--- src/rtl/system_reset_sequencer_if.sv ---
// Reset sequencer signal bundle: the debug-module soft request going in and
// the ordered reset outputs going out to the core complex.
interface system_reset_sequencer_if;
    logic sw_reset_req;
    logic uncore_reset;
    logic core_reset;
    logic reset_done;
    logic sw_reset_ack;

    modport master (
        input  sw_reset_req,
        output uncore_reset,
        output core_reset,
        output reset_done,
        output sw_reset_ack
    );

    modport slave (
        output sw_reset_req,
        input  uncore_reset,
        input  core_reset,
        input  reset_done,
        input  sw_reset_ack
    );
endinterface

--- src/rtl/system_reset_sequencer.sv ---
// System reset sequencer: synchronizes raw reset release, holds the uncore
// in reset for HOLD_CYCLES, then releases the core CORE_DELAY cycles later.
// Debug-module soft requests re-reset only the core and acknowledge on finish.
module system_reset_sequencer #(
    parameter int SYNC_STAGES = 2,
    parameter int HOLD_CYCLES = 16,
    parameter int CORE_DELAY  = 8,
    parameter int CNT_W       = 8
) (
    input logic clock,
    input logic reset_n,
    system_reset_sequencer_if.master bus
);

    typedef enum logic [1:0] {
        ST_ASSERT,
        ST_UNCORE_REL,
        ST_RUN,
        ST_SOFT
    } state_t;

    localparam logic [CNT_W-1:0] HOLD_LOAD = CNT_W'(HOLD_CYCLES - 1);
    localparam logic [CNT_W-1:0] CORE_LOAD = CNT_W'(CORE_DELAY - 1);
    localparam logic [CNT_W-1:0] CNT_ONE   = CNT_W'(1);

    logic [SYNC_STAGES-1:0] sync;
    logic                   rst_sync;
    state_t                 state;
    logic [CNT_W-1:0]       cnt;
    logic                   soft_pend;
    logic                   req_q;
    logic                   req_edge;
    logic                   uncore_reset_q;
    logic                   core_reset_q;
    logic                   reset_done_q;
    logic                   sw_reset_ack_q;

    // Assertion is immediate, release ripples a 1 through the stages so the
    // sequencer only ever sees a clock-aligned deassertion.
    always_ff @(posedge clock or negedge reset_n) begin
        if (!reset_n) begin
            sync <= '0;
        end else begin
            sync <= {sync[SYNC_STAGES-2:0], 1'b1};
        end
    end

    assign rst_sync = sync[SYNC_STAGES-1];
    assign req_edge = bus.sw_reset_req & ~req_q;

    // Sequencing FSM with one shared down-counter; outputs are registered
    // alongside each state change so nothing reaches the pins combinationally.
    always_ff @(posedge clock or negedge reset_n) begin
        if (!reset_n) begin
            state          <= ST_ASSERT;
            cnt            <= HOLD_LOAD;
            soft_pend      <= 1'b0;
            req_q          <= 1'b1;
            uncore_reset_q <= 1'b1;
            core_reset_q   <= 1'b1;
            reset_done_q   <= 1'b0;
            sw_reset_ack_q <= 1'b0;
        end else begin
            req_q          <= bus.sw_reset_req;
            sw_reset_ack_q <= 1'b0;
            case (state)
                ST_ASSERT: begin
                    if (!rst_sync) begin
                        cnt <= HOLD_LOAD;
                    end else if (cnt == '0) begin
                        state          <= ST_UNCORE_REL;
                        cnt            <= CORE_LOAD;
                        uncore_reset_q <= 1'b0;
                        core_reset_q   <= 1'b1;
                    end else begin
                        cnt <= cnt - CNT_ONE;
                    end
                end
                ST_UNCORE_REL: begin
                    if (cnt == '0) begin
                        state          <= ST_RUN;
                        uncore_reset_q <= 1'b0;
                        core_reset_q   <= 1'b0;
                        reset_done_q   <= 1'b1;
                        sw_reset_ack_q <= soft_pend;
                        soft_pend      <= 1'b0;
                    end else begin
                        cnt <= cnt - CNT_ONE;
                    end
                end
                ST_RUN: begin
                    if (req_edge) begin
                        state        <= ST_SOFT;
                        cnt          <= HOLD_LOAD;
                        core_reset_q <= 1'b1;
                        reset_done_q <= 1'b0;
                    end
                end
                ST_SOFT: begin
                    if (cnt == '0) begin
                        state     <= ST_UNCORE_REL;
                        cnt       <= CORE_LOAD;
                        soft_pend <= 1'b1;
                    end else begin
                        cnt <= cnt - CNT_ONE;
                    end
                end
                default: begin
                    state          <= ST_ASSERT;
                    cnt            <= HOLD_LOAD;
                    uncore_reset_q <= 1'b1;
                    core_reset_q   <= 1'b1;
                    reset_done_q   <= 1'b0;
                end
            endcase
        end
    end

    assign bus.uncore_reset = uncore_reset_q;
    assign bus.core_reset   = core_reset_q;
    assign bus.reset_done   = reset_done_q;
    assign bus.sw_reset_ack = sw_reset_ack_q;

endmodule

--- src/flat_wrapper.sv ---
// flat-port wrapper written by rule: the top's interface ports become plain ports
module system_reset_sequencer_flat 
#(
    parameter int SYNC_STAGES = 2,
    parameter int HOLD_CYCLES = 16,
    parameter int CORE_DELAY  = 8,
    parameter int CNT_W       = 8
)
  (clock, reset_n, bus_sw_reset_req, bus_uncore_reset, bus_core_reset, bus_reset_done, bus_sw_reset_ack);
  system_reset_sequencer_if bus_i ();
  input logic clock;
  input logic reset_n;
  input wire logic [$bits(bus_i.sw_reset_req)-1:0] bus_sw_reset_req;
  output wire logic [$bits(bus_i.uncore_reset)-1:0] bus_uncore_reset;
  output wire logic [$bits(bus_i.core_reset)-1:0] bus_core_reset;
  output wire logic [$bits(bus_i.reset_done)-1:0] bus_reset_done;
  output wire logic [$bits(bus_i.sw_reset_ack)-1:0] bus_sw_reset_ack;
  assign bus_i.sw_reset_req = bus_sw_reset_req;
  assign bus_uncore_reset = bus_i.uncore_reset;
  assign bus_core_reset = bus_i.core_reset;
  assign bus_reset_done = bus_i.reset_done;
  assign bus_sw_reset_ack = bus_i.sw_reset_ack;
  system_reset_sequencer #(.SYNC_STAGES(SYNC_STAGES), .HOLD_CYCLES(HOLD_CYCLES), .CORE_DELAY(CORE_DELAY), .CNT_W(CNT_W)) u_core (.clock(clock), .reset_n(reset_n), .bus(bus_i));
endmodule
--- config.mk ---
export PLATFORM = sky130hd
export DESIGN_NAME = system_reset_sequencer_flat
export DESIGN_NICKNAME = d
export VERILOG_FILES = /design/src/rtl/system_reset_sequencer_if.sv /design/src/rtl/system_reset_sequencer.sv /design/src/flat_wrapper.sv
export SDC_FILE = /design/constraint.sdc
export NUM_CORES = 1
export LEC_CHECK = 0
export BUFFER_PORTS_ARGS = -buffer_cell sky130_fd_sc_hd__buf_2
export CAP_MARGIN = 40
export CORE_MARGIN = 3
export CORE_UTILIZATION = 50
export CTS_BUF_LIST = sky130_fd_sc_hd__clkbuf_8
export CTS_CLUSTER_SIZE = 16
export DETAILED_ROUTE_END_ITERATION = 7
export PLACE_DENSITY_LB_ADDON = 0.1
export SYNTH_ARGS = -nofsm -noshare
export SYNTH_HDL_FRONTEND = slang
export SYNTH_SLANG_ARGS = --single-unit
--- constraint.sdc ---
create_clock -name clock -period 2.4 [get_ports clock]
set_input_delay 0.12 -clock clock [delete_from_list [all_inputs] [get_ports clock]]
set_output_delay 0.12 -clock clock [all_outputs]
set_load 0.01 [all_outputs]
==> impl_metrics.csv <==
group,metric,value,unit
outcome,status,"finished, final reports clean",
setup_path,critPathMaxFanout,7,
synthesis,synth_mux_area_frac,0.0284,
synthesis,synthAdderAreaFrac,0.0796,
floorplan,start_util,0.544,
route,ant_nets,0,
synthesis,synthArstFlopShare,1.00,
timing,finalCriticalPeriod,2110,ps
global_route,grt_max_degree,19,
synthesis,synth_seq_area_share,0.418,
synthesis,synth_seq_cells,18,
pwr,ir_drop,0.598,mV
pwr,combPwrFrac,0.447,
cells_and_area,nets,133,
timing,hold_viol,0,
timing,max_freq,0.475,GHz
timing,rsz0062_at_grt,"false",
clock_tree,clock_sinks,18,
synthesis,synth_top_family_by_area,"simple AND/OR/NAND/NOR gates",
synthesis,syn_nets,123,
route,wl,2180,um
setup_path,crit_buf_inv,1,
synthesis,postSynthCellCount,113,
synthesis,syn_area_per_cell,9.73,um^2
route,drc_errors,0,
pwr,p_per_area,1160,nW/um^2
clock_tree,post_cts.repair.setup_buffers,0,
cells_and_area,synthToLayoutAreaGrowth,11.0,%
clock_tree,cts.path.max_buffers,2,
setup_path,cp-start-kind,"flip-flop",
synthesis,synth_area,1100,um^2
pwr,switching_share,0.410,
clock_tree,cts_tree,"done",
global_route,busiest_layer,"met1",
pwr,p_int,833,uW
timing,min_period_over_period,0.878,
global_route,grt_util_met2,0.277,
run,cap_viol_max_count,0,
clock_tree,cts_buffers,3,
global_route,grt_overflow,0,
clock_tree,h-tree-depth,1,
timing,tightest_slew,678,ps
floorplan,die_w,52.9,um
cells_and_area,finalInstanceArea,1220,um^2
synthesis,synth_top_area_cell,"dfrtp_1",
cells_and_area,drive_gt1_frac,0.189,
hold_path,hold_class,"in2async",
timing,slew-limit-headroom,0.542,
placement,dp_hpwl,1580,um
global_route,grtUsageTotal,0.192,
floorplan,ios,7,
placement,placed_area,1150,um^2
synthesis,synth_flop_cell,"dfrtp_1",
cells_and_area,num_antenna_cells,0,
placement,gp_congestion,0.863,
clock_tree,path_clk_slew,70,ps
floorplan,placementRows,16,
pwr,seqPwrFrac,0.375,
clock_tree,cts_root_buffer,"clkbuf_8",
setup_path,crit_type,"reg2reg",
setup_path,crit_path_end_kind,"flip-flop",
synthesis,synth_compound_area_frac,0.192,
placement,port_buffers,6,
synthesis,yosys.area_share.simple,0.242,
global_route,grt_pass1_vias,831,
pwr,leakagePower,0.000513,uW
setup_path,max_stage_delay,570,ps
synthesis,yosysTopAreaCellShare,0.250,
synthesis,synth_xor_area_frac,0,
setup_path,critPathSlowestCell,"nor4b_1",
timing,finClkSkew,2.77,ps
synthesis,synth_edf_count,0,
global_route,grt_pass1_wl,3900,um
setup_path,cp_cell_sequence,"inv_1 -> ha_1 -> nor4b_1 -> nand2_1 -> a221oi_1 -> o21ai_0",
route,vias,887,
setup_path,critical_path.top_delay_family,"simple AND/OR/NAND/NOR gates",
global_route,gr-usage-met1,0.278,
pwr,power_frac_clock,0.177,
synthesis,synth_warnings,0,
timing,tns,0,ps
global_route,use_met3,0.0254,
route,drtPass1Iterations,4,
floorplan,die_area,2800,um^2
route,drt_iter0_markers,29,
setup_path,crit_required,2580,ps
setup_path,arrival,2280,ps
route,avgRoutedWirePerCell,14.7,um
global_route,antenna_found_initial,0,
pwr,power_switching,578,uW
clock_tree,clk_latency,260,ps
synthesis,ys_types,39,
timing,finalSetupViolations,0,
route,avgViaCountPerCell,5.95,
timing,finalMaxSlewViolations,0,
clock_tree,postCtsHoldBufs,2,
floorplan,die_h,52.9,um
synthesis,synth_area_leaders,"dfrtp_1, dfstp_2, ha_1",
clock_tree,cts_resized,0,
floorplan,core_region_area,2020,um^2
## placed cells by master, fill, tap and decap left out, drive strengths merged, types with 2 or more instances in the layout
cell,instances
a21oi,4
a22o,2
a32o,2
buf,6
clkbuf,4
dfrtp,11
dfstp,7
dlygate4sd3,2
ha,7
inv,6
mux2i,2
nand2,12
nand3,5
nor2,10
nor2b,4
nor3,5
nor4,3
nor4b,2
o211ai,3
o21ai,7
o221ai,2
or4b,2
## logic make-up after synthesis
| kind of cell | after synthesis |
|---|---|
| fa+ha+maj | 7 |
| other cells | 1 |
| compound gates | 27 |
| buf+inv | 9 |
| flops | 18 |
| simple gates | 48 |
| mux | 3 |
## worst paths after layout
| check | from | end | slack, ps | depth (start not counted) |
|---|---|---|---|---|
| worst max-delay path | u_core.cnt[0] | u_core.cnt[3] | 290 | 6 |
| worst min register to register | u_core.sync[0] | u_core.sync[1] | 350 | 0 |
| worst max register to register | u_core.cnt[0] | u_core.cnt[3] | 290 | 6 |
| max in group asynchronous | reset_n | u_core.bus.uncore_reset | 1770 | 2 |
| worst min-delay path | reset_n | u_core.cnt[4] | 320 | 2 |
| min in group clock | u_core.sync[0] | u_core.sync[1] | 350 | 0 |
## metal layers
metal	vias up	wire, um	part of all wire
met2	33	891	0.41
li1	435	-	-
met3	5	106	0.049
met4	0	43	0.020
met5	-	0	0
met1	414	1140	0.52
## area by class of cell
| class | instances | area (um^2) |
|---|---|---|
| inverter | 6 | 22.5 |
| fill | 164 | 801 |
| multi-input combinational | 86 | 601 |
| sequential | 18 | 459 |
| tap | 27 | 33.8 |
| timing repair buffer | 8 | 50.0 |
| clock buffer | 4 | 55.1 |
## flip-flops by register name, summed over array words and instances (netlist names)
signal and count:
u_core.req_q 1, u_core.bus.core_reset 1, u_core.bus.uncore_reset 1, u_core.bus.reset_done 1
u_core.bus.sw_reset_ack 1, u_core.cnt 8, u_core.state 2, u_core.sync 2
u_core.soft_pend 1
## power groups by stage
stage / clock [uW] / combinational [uW] / sequential [uW]
after CTS: 256 / 623 / 525
after global placement: 0 / 613 / 519
after detailed placement: 0 / 612 / 530
final: 250 / 631 / 530
after floorplan: 0 / 492 / 512
after global routing: 269 / 714 / 544
## metrics by stage
stage,total power [uW],cells,utilization,worst slack (ps),hold WS (ps)
finish,1410,149,0.604,294,315
global route,1530,149,0.604,146,360
CTS,1400,149,0.604,354,324
detailed placement,1140,143,0.567,414,66.5
global placement,1130,143,0.567,483,65.3
floorplan,1000,113,-,553,-176
## cell usage after synthesis, types with 4 or more instances
cell type   n
a21oi_1     4
ha_1        7
dfstp_2     7
nor3_1      4
o21ai_0     6
nand2_1    12
nand3_1     5
nor2b_1     4
inv_1       6
dfrtp_1    11
nor2_1      9
(Power assumes the default switching activity.)
